### config.mk
export PLATFORM = sky130hd
export DESIGN_NAME = up_counter_ctrl_flat
export DESIGN_NICKNAME = d
export VERILOG_FILES = /design/src/rtl/up_counter_ctrl_if.sv /design/src/rtl/up_counter_ctrl.sv /design/src/flat_wrapper.sv
export SDC_FILE = /design/constraint.sdc
export NUM_CORES = 1
export LEC_CHECK = 0
export ABC_AREA = 1
export CAP_MARGIN = 40
export CORE_MARGIN = 10
export CORE_UTILIZATION = 44
export DETAILED_ROUTE_END_ITERATION = 10
export HOLD_SLACK_MARGIN = 0.06
export PLACE_DENSITY = 0.83
export SKIP_CTS_REPAIR_TIMING = 1
export SKIP_LAST_GASP = 1
export SYNTH_ARGS = -nofsm -noshare
export SYNTH_HDL_FRONTEND = slang
export SYNTH_SLANG_ARGS = --single-unit
### constraint.sdc
create_clock -name Clk -period 1.7 [get_ports Clk]
set_input_delay 0.425 -clock Clk [delete_from_list [all_inputs] [get_ports Clk]]
set_output_delay 0.425 -clock Clk [all_outputs]
set_load 0.03 [all_outputs]
### src/rtl/up_counter_ctrl_if.sv
// ---------------------------------------------------------------------------
// up_counter_ctrl_if
//   Groups the control, observation and status signals exchanged between
//   the up-counter sequencing controller and its environment.
//
//   master modport (environment side):
//     drives   Start, Stop, Pause, Periodic, Target, Wraps, Count
//     observes CntEn, CntClr, Busy, Done, WrapCnt
//   slave modport (controller side): the mirror image.
// ---------------------------------------------------------------------------
interface up_counter_ctrl_if #(
  parameter int WIDTH  = 3,
  parameter int WRAP_W = 4
);
  logic              Start;
  logic              Stop;
  logic              Pause;
  logic              Periodic;
  logic [WIDTH-1:0]  Target;
  logic [WRAP_W-1:0] Wraps;
  logic [WIDTH-1:0]  Count;
  logic              CntEn;
  logic              CntClr;
  logic              Busy;
  logic              Done;
  logic [WRAP_W-1:0] WrapCnt;

  modport master (
    output Start, Stop, Pause, Periodic, Target, Wraps, Count,
    input  CntEn, CntClr, Busy, Done, WrapCnt
  );

  modport slave (
    input  Start, Stop, Pause, Periodic, Target, Wraps, Count,
    output CntEn, CntClr, Busy, Done, WrapCnt
  );
endinterface

### src/rtl/up_counter_ctrl.sv
// ---------------------------------------------------------------------------
// up_counter_ctrl
//   Sequencing controller for an external WIDTH-bit up-counter. Clears the
//   counter, enables it for Wraps*2^WIDTH + Target increments, then stops
//   it and pulses Done. Supports one-shot / periodic runs, pause and abort.
//
//   Ports:
//     Clk  - rising-edge clock
//     Rst  - asynchronous active-low reset
//     bus  - up_counter_ctrl_if.slave:
//              in : Start, Stop, Pause, Periodic, Target, Wraps, Count
//              out: CntEn (Mealy in RUN), CntClr, Busy, Done, WrapCnt
// ---------------------------------------------------------------------------
module up_counter_ctrl #(
  parameter int WIDTH  = 3,
  parameter int WRAP_W = 4
) (
  input  logic             Clk,
  input  logic             Rst,
  up_counter_ctrl_if.slave bus
);

  typedef enum logic [1:0] {
    S_IDLE  = 2'd0,
    S_CLEAR = 2'd1,
    S_RUN   = 2'd2,
    S_DONE  = 2'd3
  } state_e;

  localparam logic [WIDTH-1:0] CNT_MAX = '1;

  state_e            state_q,    state_d;
  logic [WIDTH-1:0]  target_q,   target_d;
  logic [WRAP_W-1:0] wraps_q,    wraps_d;
  logic              periodic_q, periodic_d;
  logic [WRAP_W-1:0] wrap_cnt_q, wrap_cnt_d;

  logic term;
  logic cnt_en;
  logic cnt_clr;
  logic busy;
  logic done;

  // Terminal condition: the programmed number of wraps has been completed
  // and the counter sits on the final value. Pause does not mask it.
  assign term = (state_q == S_RUN) &&
                (wrap_cnt_q == wraps_q) &&
                (bus.Count == target_q);

  // State register
  always_ff @(posedge Clk or negedge Rst) begin
    if (!Rst) begin
      state_q    <= S_IDLE;
      target_q   <= '0;
      wraps_q    <= '0;
      periodic_q <= 1'b0;
      wrap_cnt_q <= '0;
    end else begin
      state_q    <= state_d;
      target_q   <= target_d;
      wraps_q    <= wraps_d;
      periodic_q <= periodic_d;
      wrap_cnt_q <= wrap_cnt_d;
    end
  end

  // Next-state logic, including run-parameter latching and wrap tracking
  always_comb begin
    state_d    = state_q;
    target_d   = target_q;
    wraps_d    = wraps_q;
    periodic_d = periodic_q;
    wrap_cnt_d = wrap_cnt_q;
    case (state_q)
      S_IDLE: begin
        if (bus.Start && !bus.Stop) begin
          target_d   = bus.Target;
          wraps_d    = bus.Wraps;
          periodic_d = bus.Periodic;
          state_d    = S_CLEAR;
        end
      end
      S_CLEAR: begin
        wrap_cnt_d = '0;
        state_d    = bus.Stop ? S_IDLE : S_RUN;
      end
      S_RUN: begin
        // A wrap is the enabled edge that takes the counter from max to 0.
        if (cnt_en && (bus.Count == CNT_MAX)) begin
          wrap_cnt_d = wrap_cnt_q + 1'b1;
        end
        if (bus.Stop) begin
          state_d = S_IDLE;
        end else if (term) begin
          state_d = S_DONE;
        end
      end
      S_DONE: begin
        // Stop in DONE lets the pulse through but suppresses the restart.
        state_d = (bus.Stop || !periodic_q) ? S_IDLE : S_CLEAR;
      end
      default: state_d = S_IDLE;
    endcase
  end

  // Output logic; CntEn reacts combinationally to Pause/Stop/term in RUN
  always_comb begin
    cnt_en  = 1'b0;
    cnt_clr = 1'b0;
    busy    = 1'b1;
    done    = 1'b0;
    case (state_q)
      S_IDLE:  busy    = 1'b0;
      S_CLEAR: cnt_clr = 1'b1;
      S_RUN:   cnt_en  = !bus.Pause && !term && !bus.Stop;
      S_DONE:  done    = 1'b1;
      default: busy    = 1'b0;
    endcase
  end

  assign bus.CntEn   = cnt_en;
  assign bus.CntClr  = cnt_clr;
  assign bus.Busy    = busy;
  assign bus.Done    = done;
  assign bus.WrapCnt = wrap_cnt_q;

endmodule

### src/flat_wrapper.sv
// flat-port wrapper written by rule: the top's interface ports become plain ports
module up_counter_ctrl_flat 
#(
  parameter int WIDTH  = 3,
  parameter int WRAP_W = 4
)
  (Clk, Rst, bus_Start, bus_Stop, bus_Pause, bus_Periodic, bus_Target, bus_Wraps, bus_Count, bus_CntEn, bus_CntClr, bus_Busy, bus_Done, bus_WrapCnt);
  up_counter_ctrl_if #(.WIDTH(WIDTH), .WRAP_W(WRAP_W)) bus_i ();
  input  logic Clk;
  input  logic Rst;
  input wire logic [$bits(bus_i.Start)-1:0] bus_Start;
  input wire logic [$bits(bus_i.Stop)-1:0] bus_Stop;
  input wire logic [$bits(bus_i.Pause)-1:0] bus_Pause;
  input wire logic [$bits(bus_i.Periodic)-1:0] bus_Periodic;
  input wire logic [$bits(bus_i.Target)-1:0] bus_Target;
  input wire logic [$bits(bus_i.Wraps)-1:0] bus_Wraps;
  input wire logic [$bits(bus_i.Count)-1:0] bus_Count;
  output wire logic [$bits(bus_i.CntEn)-1:0] bus_CntEn;
  output wire logic [$bits(bus_i.CntClr)-1:0] bus_CntClr;
  output wire logic [$bits(bus_i.Busy)-1:0] bus_Busy;
  output wire logic [$bits(bus_i.Done)-1:0] bus_Done;
  output wire logic [$bits(bus_i.WrapCnt)-1:0] bus_WrapCnt;
  assign bus_i.Start = bus_Start;
  assign bus_i.Stop = bus_Stop;
  assign bus_i.Pause = bus_Pause;
  assign bus_i.Periodic = bus_Periodic;
  assign bus_i.Target = bus_Target;
  assign bus_i.Wraps = bus_Wraps;
  assign bus_i.Count = bus_Count;
  assign bus_CntEn = bus_i.CntEn;
  assign bus_CntClr = bus_i.CntClr;
  assign bus_Busy = bus_i.Busy;
  assign bus_Done = bus_i.Done;
  assign bus_WrapCnt = bus_i.WrapCnt;
  up_counter_ctrl #(.WIDTH(WIDTH), .WRAP_W(WRAP_W)) u_core (.Clk(Clk), .Rst(Rst), .bus(bus_i));
endmodule
; Yosys cells after proc, flatten, opt, wreduce, memory -nomap -nowiden
; Cells that the tools add are included.
[totals]
ff_bits = 14
in_bits = 16
out_inout_bits = 8
word_cells = 43
[op_classes]
n_addsub = 1
n_eq_ne = 9
mux = 12
n_reduce_logical = 16
[op_table]
columns = op, n
row1 = 2-bit two-way mux, 4
row2 = 2-bit one-hot mux with 4 select lines, 1
row3 = 4-bit one-hot mux with 2 select lines, 1
row4 = 1-bit logical AND, 6
row5 = 2-bit AND reduction, 3
row6 = 1-bit two-way mux, 5
row7 = 4-bit by 1-bit adder with 4-bit output (second input constant), 1
row8 = 2-bit equality test (second input constant), 2
row9 = 4-bit equality test, 1
row10 = 1-bit logical NOT, 4
row11 = 4-bit two-way mux, 1
row12 = 3-bit equality test, 1
row13 = 3-bit equality test (second input constant), 1
row14 = 3-bit by 2-bit != test with 1-bit output (second input constant), 1
row15 = 2-bit by 1-bit equality test with 1-bit output (second input constant), 1
row16 = 2-bit logical NOT, 1
row17 = 2-bit by 1-bit != test with 1-bit output (second input constant), 1
row18 = 2-bit != test (second input constant), 1
row19 = 2-bit nonzero test, 1
row20 = 1-bit logical OR, 1

; Longest topological paths before layout
[logic_depth]
ltp_word = 10
ltp_mapped = 10
ltp_nobuf = 10

; Least setup slack after synthesis
; No wires, ideal clock.
[synth_timing]
path_kind = register to output
from = register u_core.wrap_cnt_q[2] (netlist: u_core.bus.WrapCnt[2])
to = output bus_CntEn
arrival_time_ns = 1.129
required_ns = 1.275
path_slack_ns = 0.146
stages_incl_launch_ff = 9
n_path_buf = 0
cell_sequence = dfrtp_1 > inv_1 > nand2_1 > nand2_1 > nand2_1 > nor2_2 > nand2_2 > nand2_4 > nor2_8
[synth_via]
elab_chain_cells = 7
[synth_lines]
columns = element, line
row1 = "start, declared", up_counter_ctrl.sv:36  ; logic [WRAP_W-1:0] wrap_cnt_q, wrap_cnt_d;
row2 = "start signal, assigned", up_counter_ctrl.sv:63  ; wrap_cnt_q <= wrap_cnt_d;
row3 = 4-bit equality test, up_counter_ctrl.sv:47  ; (wrap_cnt_q == wraps_q) &&
row4 = 1-bit logical AND, up_counter_ctrl.sv:46  ; assign term = (state_q == S_RUN) &&
row5 = 1-bit logical AND, up_counter_ctrl.sv:47
row6 = 1-bit logical NOT, up_counter_ctrl.sv:115  ; S_RUN: cnt_en = !bus.Pause && !term && !bus.Stop;
row7 = 1-bit logical AND (2 in a row), up_counter_ctrl.sv:115
row8 = 1-bit two-way mux, up_counter_ctrl.sv:112  ; case (state_q)
row9 = "end, declared", flat_wrapper.sv:18  ; output wire logic [$bits(bus_i.CntEn)-1:0] bus_CntEn;
; No other way between the ends.

; Final worst setup path
; Same ends and word-level chain as after synthesis.

==> flow_summary.toml <==
[status]
status = "finished with violations"
violations = "setup timing"

[die]
die-area_sq_um = 3830
start_util = 0.458
die_h_microns = 61.9
io_pins = 24
core-area_sq_um = 1690
die_x_microns = 61.9
placementRows = 15

[sta]
period_share = 1.09
setup_viol = 1
skew_ps = 3.88
fin_hold_ws_ps = 454
fmax_ghz = 0.537
final-hold-violation-count = 0
rsz0062_at_grt = "true"
fin_crit_ps = 1860
finalMaxSlewViolations = 0
fin_setup_tns_ps = -161
finalWorstSetupSlack_ps = -161
max_slew.worst_pin.slew_ps = 348
maxSlewHeadroom = 0.768

[grt]
grt_overflow = 0
grt_start_max_net_pins = 15
grt_first_pass_wirelength_mm = 3.00
antenna_found_initial = 0
grt_usage = 0.105
grt_pass1_vias = 701

[yosys]
yosysSeqAreaShare = 0.453
syn-instance-count = 85
synth_warnings = 0
synth_cell_types = 20
syn_area_sq_um = 773
synth_nets = 102
synth_seq_cells = 14
syn_avg_cell_area_sq_um = 9.10

[detailed_routing]
firstDrtPassIters = 4
wire_per_inst_microns = 13.1
drtIter0Drc = 16
antenna_left = 0
routed-via-count = 701
drc_errors = 0
routed_wl_mm = 1.89
viasPerCell = 4.87

[critical_path]
crit_fanout = 6
end_kind = "output port"
startpoint_type = "register"
crit_required_ps = 1270
arrival_ps = 1440
path_class = "reg -> out"

[clock_tree]
cts_sinks = 14
cts_tree = "yes"
htree_levels = 1
clk_pin_slew_ps = 90
clkLatencyLatePin_ps = 270
root_buffer = "clkbuf_4"
clockBufferDepth = 2
cts-buffers-inserted = 3

[finish]
syn_to_final_growth_pct = 54.5
utilization = 0.707
diodes = 0
nets = 145
drive_gt1_frac = 0.260

[flow_run]
maxCapViolCount = 0

[power]
p_leak_nw = 0.718
ir_drop_mv = 0.682
power_density_nw_per_um2 = 1160
p_total_w = 0.00138

[placement]
dp_slack_ps = -328
portBuffers = 23
place.gp.congestion = 0.880
dpl.hpwl_mm = 1.50

[worst_hold_path]
min_path_type = "in -> async"
[worst paths after layout]
check | slack, ps | startpoint | cells past startpoint | to
max | -160 | u_core.bus.WrapCnt[2] | 9 | bus_CntEn
min | 450 | Rst | 2 | u_core.bus.WrapCnt[3]
max reg2reg | 180 | u_core.bus.WrapCnt[2] | 11 | u_core.bus.WrapCnt[2]
min reg2reg | 510 | u_core.periodic_q | 1 | u_core.periodic_q
max in group asynchronous | 1080 | Rst | 2 | u_core.target_q[0]
min in group Clk | 510 | u_core.periodic_q | 1 | u_core.periodic_q
[stage by stage]
step           instance area [sq um]  cells
2_1_floorplan                    773     85
3_3_place_gp                    1120    138
3_5_place_dp                    1120    138
4_1_cts                         1150    142
5_1_grt                         1190    144
6_report                        1190    144
[critical path, stage by stage (launching register included)]
cell and delay (ps):
dfrtp_1 450, inv_1 80, nand2_1 40, nand2_1 50
nand2_1 60, nor2_2 120, nand2_2 80, nand2_4 100
nor2_8 40, buf_6 140
[layout make-up]
class                      instances  area, sq um
timing repair buffer              38          364
sequential                        14          350
tap                               17         21.3
fill                             128          494
clock buffer                       4         36.3
multi-input combinational         58          374
inverter                          13         48.8
[logic make-up (layout without fill, tap and decap cells)]
kind of cell    Yosys count  after routing  share of synthesized area
mux                       6              6                     0.0874
fa+ha+maj                 1              1                     0.0162
simple gates             39             39                      0.257
flops                    14             14                      0.453
buf+inv                  13             55                     0.0631
compound gates            5              5                     0.0437
xor+xnor                  7              7                     0.0793
[sequential cells by signal (all words and copies together) (netlist names)]
signal              flops
u_core.target_q         3
u_core.periodic_q       1
u_core.wraps_q          4
u_core.bus.WrapCnt      4
u_core.state_q          2
[synth_stat cells (all sizes together)]
cell type  instances  share of area
a21oi              3          0.024
a31oi              1         0.0081
dfrtp             14           0.45
ha                 1          0.016
inv               13          0.063
mux2               6          0.087
nand2             18           0.10
nand3             10          0.065
nand4              1         0.0081
nor2               9          0.074
nor3               1         0.0065
o21ai              1          0.011
xnor2              5          0.057
xor2               2          0.023
[metal layers]
metal,up-vias,routed length (microns),GRT usage
li1,355,-,-
met1,328,780,0.114
met2,14,998,0.187
met3,4,72,0.0244
met4,0,41,0.0478
met5,-,0,0
[cells in the final DEF, fill, tap and decap left out]
cell type	count
a21oi_1	2
a21oi_2	1
a31oi_1	1
buf_4	16
buf_6	1
clkbuf_4	3
clkbuf_8	1
clkdlybuf4s50_1	12
dfrtp_1	14
dlymetal6s2s_1	9
ha_1	1
inv_1	10
inv_2	3
mux2_1	6
nand2_1	15
nand2_2	2
nand2_4	1
nand3_1	10
nand4_1	1
nor2_1	5
nor2_2	3
nor2_8	1
nor3_1	1
o21ai_2	1
xnor2_1	5
xor2_1	2
[power breakdown]
part	internal, W	leakage [nW]	switching, W
Sequential	0.000451	0.174	0.0000791
Clock	0.000130	0.0210	0.000112
Combinational	0.000298	0.523	0.000315
No activity file was read; power rests on OpenSTA's default activity.
